File: config.mk
export PLATFORM = sky130hd
export DESIGN_NAME = mips_flat
export DESIGN_NICKNAME = d
export VERILOG_FILES = /design/src/rtl/mips_if.sv /design/src/rtl/mips.sv /design/src/flat_wrapper.sv
export SDC_FILE = /design/constraint.sdc
export NUM_CORES = 2
export LEC_CHECK = 0
export ABC_AREA = 1
export CAP_MARGIN = 0
export CORE_MARGIN = 1.5
export CORE_UTILIZATION = 40
export CTS_CLUSTER_DIAMETER = 150
export CTS_CLUSTER_SIZE = 24
export DETAILED_ROUTE_END_ITERATION = 10
export PLACE_DENSITY = 0.54
export SYNTH_ARGS = -nofsm -noshare
export SYNTH_HDL_FRONTEND = slang
export SYNTH_SLANG_ARGS = --single-unit
File: constraint.sdc
create_clock -name clk -period 5.8 [get_ports clk]
set_clock_uncertainty 0.05 [all_clocks]
set_input_delay 1.16 -clock clk [delete_from_list [all_inputs] [get_ports clk]]
set_output_delay 1.16 -clock clk [all_outputs]
set_load 0.02 [all_outputs]
File: src/rtl/mips_if.sv
// rtl/mips_if.sv - instruction/data memory bus between the mips core and its memories
interface mips_if;
    logic [31:0] pc;
    logic [31:0] instr;
    logic        memwrite;
    logic [31:0] aluout;
    logic [31:0] writedata;
    logic [31:0] readdata;

    modport master (output pc, memwrite, aluout, writedata, input instr, readdata);
    modport slave  (input pc, memwrite, aluout, writedata, output instr, readdata);
endinterface

File: src/rtl/mips.sv
// rtl/mips.sv - 5-stage pipelined MIPS subset core with forwarding, stalls and D-stage branches
module mips (
    input  logic   clk,
    input  logic   reset,
    mips_if.master bus
);
    typedef enum logic [2:0] {ALU_ADD, ALU_SUB, ALU_AND, ALU_OR, ALU_SLT} alu_op_e;

    typedef struct packed {
        logic        regwrite, memtoreg, memwrite, alusrc;
        alu_op_e     aluctrl;
        logic [4:0]  rs, rt, dst;
        logic [31:0] rd1, rd2, imm;
    } de_t;
    typedef struct packed {
        logic        regwrite, memtoreg, memwrite;
        logic [4:0]  dst;
        logic [31:0] alu, wd;
    } em_t;
    typedef struct packed {
        logic        regwrite, memtoreg;
        logic [4:0]  dst;
        logic [31:0] alu, rdata;
    } mw_t;

    logic [31:0] pc_q, pc_d, fd_instr_q, fd_instr_d, fd_pc4_q, fd_pc4_d;
    de_t         de_q, de_d;
    em_t         em_q, em_d;
    mw_t         mw_q, mw_d;
    logic [31:0] rf_q [32];

    logic [5:0]  op, funct;
    logic [4:0]  rs, rt, rd;
    logic [31:0] simm, rd1, rd2, cmp_a, cmp_b, w_result, fwd_a, fwd_b, src_b, alu_y;
    logic        c_regwrite, c_memtoreg, c_memwrite, c_alusrc, c_regdst, c_branch, c_jump;
    alu_op_e     c_aluctrl;
    logic        w_we, lu_stall, br_stall, stall, redirect;
    logic [31:0] redirect_pc;

    assign op    = fd_instr_q[31:26];
    assign rs    = fd_instr_q[25:21];
    assign rt    = fd_instr_q[20:16];
    assign rd    = fd_instr_q[15:11];
    assign funct = fd_instr_q[5:0];
    assign simm  = {{16{fd_instr_q[15]}}, fd_instr_q[15:0]};

    always_comb begin
        c_regwrite = 1'b0;
        c_memtoreg = 1'b0;
        c_memwrite = 1'b0;
        c_alusrc   = 1'b0;
        c_regdst   = 1'b0;
        c_branch   = 1'b0;
        c_jump     = 1'b0;
        c_aluctrl  = ALU_ADD;
        case (op)
            6'b000000: begin
                c_regdst = 1'b1;
                case (funct)
                    6'b100000: begin c_regwrite = 1'b1; c_aluctrl = ALU_ADD; end
                    6'b100010: begin c_regwrite = 1'b1; c_aluctrl = ALU_SUB; end
                    6'b100100: begin c_regwrite = 1'b1; c_aluctrl = ALU_AND; end
                    6'b100101: begin c_regwrite = 1'b1; c_aluctrl = ALU_OR;  end
                    6'b101010: begin c_regwrite = 1'b1; c_aluctrl = ALU_SLT; end
                    default: ;
                endcase
            end
            6'b100011: begin c_regwrite = 1'b1; c_memtoreg = 1'b1; c_alusrc = 1'b1; end
            6'b101011: begin c_memwrite = 1'b1; c_alusrc = 1'b1; end
            6'b000100: c_branch = 1'b1;
            6'b001000: begin c_regwrite = 1'b1; c_alusrc = 1'b1; end
            6'b000010: c_jump = 1'b1;
            default: ;
        endcase
    end

    // Register reads see the W-stage write of this same cycle.
    assign w_result = mw_q.memtoreg ? mw_q.rdata : mw_q.alu;
    assign w_we     = mw_q.regwrite && (mw_q.dst != 5'd0);
    assign rd1 = (rs == 5'd0) ? 32'd0 : (w_we && mw_q.dst == rs) ? w_result : rf_q[rs];
    assign rd2 = (rt == 5'd0) ? 32'd0 : (w_we && mw_q.dst == rt) ? w_result : rf_q[rt];

    assign cmp_a = (rs != 5'd0 && em_q.regwrite && em_q.dst == rs) ? em_q.alu : rd1;
    assign cmp_b = (rt != 5'd0 && em_q.regwrite && em_q.dst == rt) ? em_q.alu : rd2;

    assign lu_stall = de_q.memtoreg && (de_q.dst != 5'd0) && (de_q.dst == rs || de_q.dst == rt);
    assign br_stall = c_branch &&
        ((de_q.regwrite && de_q.dst != 5'd0 && (de_q.dst == rs || de_q.dst == rt)) ||
         (em_q.memtoreg && em_q.dst != 5'd0 && (em_q.dst == rs || em_q.dst == rt)));
    assign stall    = lu_stall || br_stall;

    always_comb begin
        redirect    = 1'b0;
        redirect_pc = fd_pc4_q + {simm[29:0], 2'b00};
        if (c_jump) begin
            redirect    = !stall;
            redirect_pc = {fd_pc4_q[31:28], fd_instr_q[25:0], 2'b00};
        end else if (c_branch && cmp_a == cmp_b) begin
            redirect    = !stall;
        end
    end

    always_comb begin
        pc_d       = pc_q + 32'd4;
        fd_instr_d = bus.instr;
        fd_pc4_d   = pc_q + 32'd4;
        de_d       = '0;
        if (stall) begin
            pc_d       = pc_q;
            fd_instr_d = fd_instr_q;
            fd_pc4_d   = fd_pc4_q;
        end else begin
            de_d.regwrite = c_regwrite;
            de_d.memtoreg = c_memtoreg;
            de_d.memwrite = c_memwrite;
            de_d.alusrc   = c_alusrc;
            de_d.aluctrl  = c_aluctrl;
            de_d.rs       = rs;
            de_d.rt       = rt;
            de_d.dst      = c_regdst ? rd : rt;
            de_d.rd1      = rd1;
            de_d.rd2      = rd2;
            de_d.imm      = simm;
            if (redirect) begin
                pc_d       = redirect_pc;
                fd_instr_d = 32'd0;
                fd_pc4_d   = 32'd0;
            end
        end
    end

    // M-stage result wins over W; a lw in M never reaches here thanks to the load-use stall.
    always_comb begin
        fwd_a = de_q.rd1;
        fwd_b = de_q.rd2;
        if (de_q.rs != 5'd0 && em_q.regwrite && em_q.dst == de_q.rs) fwd_a = em_q.alu;
        else if (de_q.rs != 5'd0 && w_we && mw_q.dst == de_q.rs)     fwd_a = w_result;
        if (de_q.rt != 5'd0 && em_q.regwrite && em_q.dst == de_q.rt) fwd_b = em_q.alu;
        else if (de_q.rt != 5'd0 && w_we && mw_q.dst == de_q.rt)     fwd_b = w_result;
        src_b = de_q.alusrc ? de_q.imm : fwd_b;
        case (de_q.aluctrl)
            ALU_SUB: alu_y = fwd_a - src_b;
            ALU_AND: alu_y = fwd_a & src_b;
            ALU_OR:  alu_y = fwd_a | src_b;
            ALU_SLT: alu_y = {31'd0, $signed(fwd_a) < $signed(src_b)};
            default: alu_y = fwd_a + src_b;
        endcase
        em_d          = '0;
        em_d.regwrite = de_q.regwrite;
        em_d.memtoreg = de_q.memtoreg;
        em_d.memwrite = de_q.memwrite;
        em_d.dst      = de_q.dst;
        em_d.alu      = alu_y;
        em_d.wd       = fwd_b;
        mw_d          = '0;
        mw_d.regwrite = em_q.regwrite;
        mw_d.memtoreg = em_q.memtoreg;
        mw_d.dst      = em_q.dst;
        mw_d.alu      = em_q.alu;
        mw_d.rdata    = bus.readdata;
    end

    always_ff @(posedge clk) begin
        if (!reset) begin
            pc_q       <= 32'd0;
            fd_instr_q <= 32'd0;
            fd_pc4_q   <= 32'd0;
            de_q       <= '0;
            em_q       <= '0;
            mw_q       <= '0;
        end else begin
            pc_q       <= pc_d;
            fd_instr_q <= fd_instr_d;
            fd_pc4_q   <= fd_pc4_d;
            de_q       <= de_d;
            em_q       <= em_d;
            mw_q       <= mw_d;
        end
    end

    // The register file keeps its contents through reset; only in-flight writes are dropped.
    always_ff @(posedge clk) begin
        if (reset && w_we) rf_q[mw_q.dst] <= w_result;
    end

    assign bus.pc        = pc_q;
    assign bus.memwrite  = em_q.memwrite;
    assign bus.aluout    = em_q.alu;
    assign bus.writedata = em_q.wd;
endmodule

File: src/flat_wrapper.sv
// flat-port wrapper written by rule: the top's interface ports become plain ports
module mips_flat 
  (clk, reset, bus_pc, bus_memwrite, bus_aluout, bus_writedata, bus_instr, bus_readdata);
  mips_if bus_i ();
  input  logic clk;
  input  logic reset;
  output wire logic [$bits(bus_i.pc)-1:0] bus_pc;
  output wire logic [$bits(bus_i.memwrite)-1:0] bus_memwrite;
  output wire logic [$bits(bus_i.aluout)-1:0] bus_aluout;
  output wire logic [$bits(bus_i.writedata)-1:0] bus_writedata;
  input wire logic [$bits(bus_i.instr)-1:0] bus_instr;
  input wire logic [$bits(bus_i.readdata)-1:0] bus_readdata;
  assign bus_pc = bus_i.pc;
  assign bus_memwrite = bus_i.memwrite;
  assign bus_aluout = bus_i.aluout;
  assign bus_writedata = bus_i.writedata;
  assign bus_i.instr = bus_instr;
  assign bus_i.readdata = bus_readdata;
  mips u_core (.clk(clk), .reset(reset), .bus(bus_i));
endmodule
==> results by group <==
Global route
  – Antenna violations before repair: 3
  – Met1 Resource Use GR: 39.3%
  – Met2 GRT Util: 48.0%
  – Overflow after GRT: 0
  – Total track usage: 29.5%
  – Met3 usage: 3.90%
  – Gr busiest metal: met2
  – Largest net degree at the start of global routing: 172
  – Number of global-route vias before repair: 62473
  – First-pass GRT wire length: 422 mm

Yosys
  – Area leader, netlist: edfxtp_1
  – Mapped Area: 75900 µm²
  – Synth warnings: 0
  – Synth async-reset ratio: 0%
  – Area contributors post-synth: edfxtp_1, nand2_1, nand3_1
  – Post-synthesis adder-cell area fraction: 2.16%
  – EDFF count, synth: 1024
  – Xor/xnor share of the synthesized area: 1.10%
  – Primary FF master, synth: edfxtp_1
  – Top-area cell type share of the netlist area: 40.5%
  – Main combinational cell family by area after synthesis: simple AND/OR/NAND/NOR gates
  – Post-synthesis compound-gate area fraction: 12.0%
  – Post-Synth Simple-Gate Area: 24.6%
  – Mux cell area share after synthesis: 0.0132%
  – Seq/Total Area, Yosys: 49.8%
  – Synth cell types: 64
  – Synthesized instance count: 9278
  – Seq cells post-synth: 1375
  – Avg Cell Area, Syn: 8.18 µm²

Floorplan
  – Die Area: 192000 µm²
  – Die width: 439 µm
  – Row count: 159
  – Initial Utilization: 40.3%
  – Io pins: 163
  – Core area: 188000 µm²
  – Die Ht: 439 µm

Setup path
  – Nature of the critical path endpoint: flip-flop
  – Cell family with most CP delay: compound AO/OA/AOI/OAI gates
  – Flop2flop setup slack: 0.56 ns
  – CP arrival: 5.85 ns
  – CP Data Required Time: 6.41 ns
  – Startpoint Class: flip-flop
  – Critical R2R Capture: u_core.bus.aluout[24]$_SDFF_PN0_
  – Most used cell, CP: nand2_1
  – Reg2Reg Depth: 29
  – Stages on worst setup path: 29
  – Critical path class: reg2reg
  – CP max-delay cell: dfxtp_1
  – Worst r2r src: u_core.em_q[68]$_SDFF_PN0_
  – Worst path buffer plus inverter count: 6
  – Crit path max fanout: 45
  – Max stage delay on crit path: 0.52 ns

Timing
  – Slew HR: 16.0%
  – Final setup fails: 0
  – Slew @ Worst Pin: 1.26 ns
  – Pins Over Slew Limit: 0
  – Fmax: 191 MHz
  – Minimum clock period: 5.24 ns
  – Fin. Hold Viols: 0
  – Setup ws final: 0.557 ns
  – Crit share post-route: 90.4%
  – RSZ-0062 raised after global routing: false
  – Setup TNS Final: 0 ns

Clock tree
  – CTS buffer count: 67
  – CTS sink count: 1375
  – CTS Buffer Depth: 3
  – Clock Latency Late Sink: 0.75 ns
  – Clock transition at path regs: 0.12 ns
  – Count of hold-fix buffers inserted at cts: 0
  – # H-tree levels: 3
  – CTS tree: built
  – Post-CTS setup buffers: 0
  – Root Buffer: clkbuf_16

Power
  – Leak: 33.2 nW
  – PD cells: 255 nW/µm²
  – Maximum VDD drop: 0.209 mV

Final layout
  – Final-stage net count: 9268
  – Layout cells sized above 1: 5.31%
  – Synth-to-layout area growth: 7.84%

Worst hold path
  – Min-Delay Path Class: reg2reg
  – Hold_sp: u_core.de_q[115]$_SDFF_PP0_
  – Worst Hold Depth: 2
  – Hold Crit Endpoint: u_core.bus.memwrite$_SDFF_PN0_

Placed design
  – Buffers on Ports: 162
  – GP Congestion: 0.927
  – Dpl hpwl: 181 mm
  – Pre-CTS setup slack: 0.469 ns

Routing
  – 1st-iter DRT viols: 7738
  – ANT nets after route: 0
  – Drt drc: 0
  – Vias/cell: 5.71
  – Drt wl/cell: 25.1 µm
  – DR pass1 iterations: 6
  – Final WL: 291 mm
  – Via count: 66195

Status
  – Outcome: completed

Run
  – Number of max-cap violations: 0
synthesized netlist by cell type, types with 18 or more instances:
master       n
or2_2       85
dfxtp_1    351
o211ai_1   571
buf_4      110
xnor2_1     31
inv_1     1169
a21oi_1    376
xor2_1      62
buf_2      242
clkbuf_1   268
edfxtp_1  1024
nor3_1      40
ha_1       126
nand3_1   1440
buf_1       46
o21ai_0    410
o21ai_1     18
nand2_1   2174
nor2_1     524
a31oi_1     22
sequential cells by signal (all words and copies together), names as in the netlist, named ones only:
signal / cells
u_core.em_q: 7
u_core.bus.memwrite: 1
u_core.bus.pc: 32
u_core.fd_instr_q: 32
u_core.bus.aluout: 32
u_core.rf_q: 1024
u_core.de_q: 102
u_core.mw_q: 71
u_core.fd_pc4_q: 32
u_core.bus.writedata: 32
power by group:
group,internal [mW],leakage (nW),switching [mW]
Clock,2.28,0.934,3.38
Combinational,1.23,19.9,2.89
Sequential,10.8,12.4,0.271
per-layer routing:
layer  routed length, µm  vias to the layer above
met1              120000                    32002
li1                    -                    30580
met2              135000                     3056
met5                   0                        -
met4               13700                        0
met3               23000                      557
cell usage in the layout, fill, tap and decap left out, drive strengths merged, types with 3 or more instances in the layout:
cell type,instances
clkinv,6
buf,218
a21oi,376
nor3,53
clkbuf,93
fa,3
o21a,7
a221oi,11
inv,1183
nor4,13
a21o,3
nand4,17
a211oi,9
nand2,2180
o21bai,8
a2111oi,3
nor3b,6
a311oi,3
ha,126
or2,87
xnor2,32
o2bb2ai,3
o2111ai,5
o211ai,571
a31oi,22
o31ai,3
clkdlybuf4s50,161
nand3,1442
o221ai,5
nor2,529
edfxtp,1024
o21ai,429
conb,32
nand3b,6
o22ai,4
xor2,62
a21boi,7
dfxtp,351
worst register-to-register path, delay by kind of cell (launching register included):
family,cells,cell delay (ns)
AO/OA/AOI/OAI,11,1.88
buffers and inverters,6,0.97
adder cells (fa/ha/maj),2,0.73
AND/OR/NAND/NOR,8,0.72
flip-flops,1,0.52
XOR/XNOR,2,0.29
per-stage QoR:
stage,util (%),instances,hold slack (ns),cell area [µm²],power (mW)
6_report,43.5,11598,0.371,81800,20.9
3_3_place_gp,42.4,11499,0.342,79900,15.4
5_1_grt,43.5,11597,0.412,81800,21.7
3_5_place_dp,42.4,11499,0.347,79900,15.4
4_1_cts,43.5,11597,0.372,81800,21.0
2_1_floorplan,-,9309,0.340,76000,13.8
how the worst max path moves through the flow:
stage | start | to | slack [ns]
6_report | u_core.em_q[68]$_SDFF_PN0_ | u_core.bus.aluout[24]$_SDFF_PN0_ | 0.56
5_1_grt | u_core.de_q[109]$_SDFF_PP0_ | u_core.bus.aluout[24]$_SDFF_PN0_ | 0.008
4_1_cts | u_core.em_q[68]$_SDFF_PN0_ | u_core.bus.aluout[22]$_SDFF_PN0_ | 0.42
3_5_place_dp | u_core.em_q[68]$_SDFF_PN0_ | u_core.bus.aluout[22]$_SDFF_PN0_ | 0.47
3_3_place_gp | u_core.de_q[109]$_SDFF_PP0_ | u_core.bus.aluout[24]$_SDFF_PN0_ | 0.46
2_1_floorplan | u_core.em_q[66]$_SDFF_PN0_ | u_core.bus.aluout[24]$_SDFF_PN0_ | 1.29
cell type report:
type	instances	area, µm²
Tap cell	2495	3120
Clock inverter	5	70.1
Sequential cell	1375	37800
Inverter	1184	4480
Antenna cell	1	2.50
Timing Repair Buffer	379	3840
Fill cell	18627	106000
Clock buffer	93	1860
Multi-Input combinational cell	6066	30600
logic make-up after synthesis:
group | count (synthesis)
other cells | 1
fa+ha+maj | 129
mux | 1
flops | 1375
compound gates | 1475
xor+xnor | 94
simple gates | 4335
buf+inv | 1868
what timing repair did:
item / in CTS / in global routing
gates resized for setup: 0 / 6
hold endpoints to repair: 0 / 0
setup endpoints to repair: 0 / 6
(Power assumes the default switching activity.)
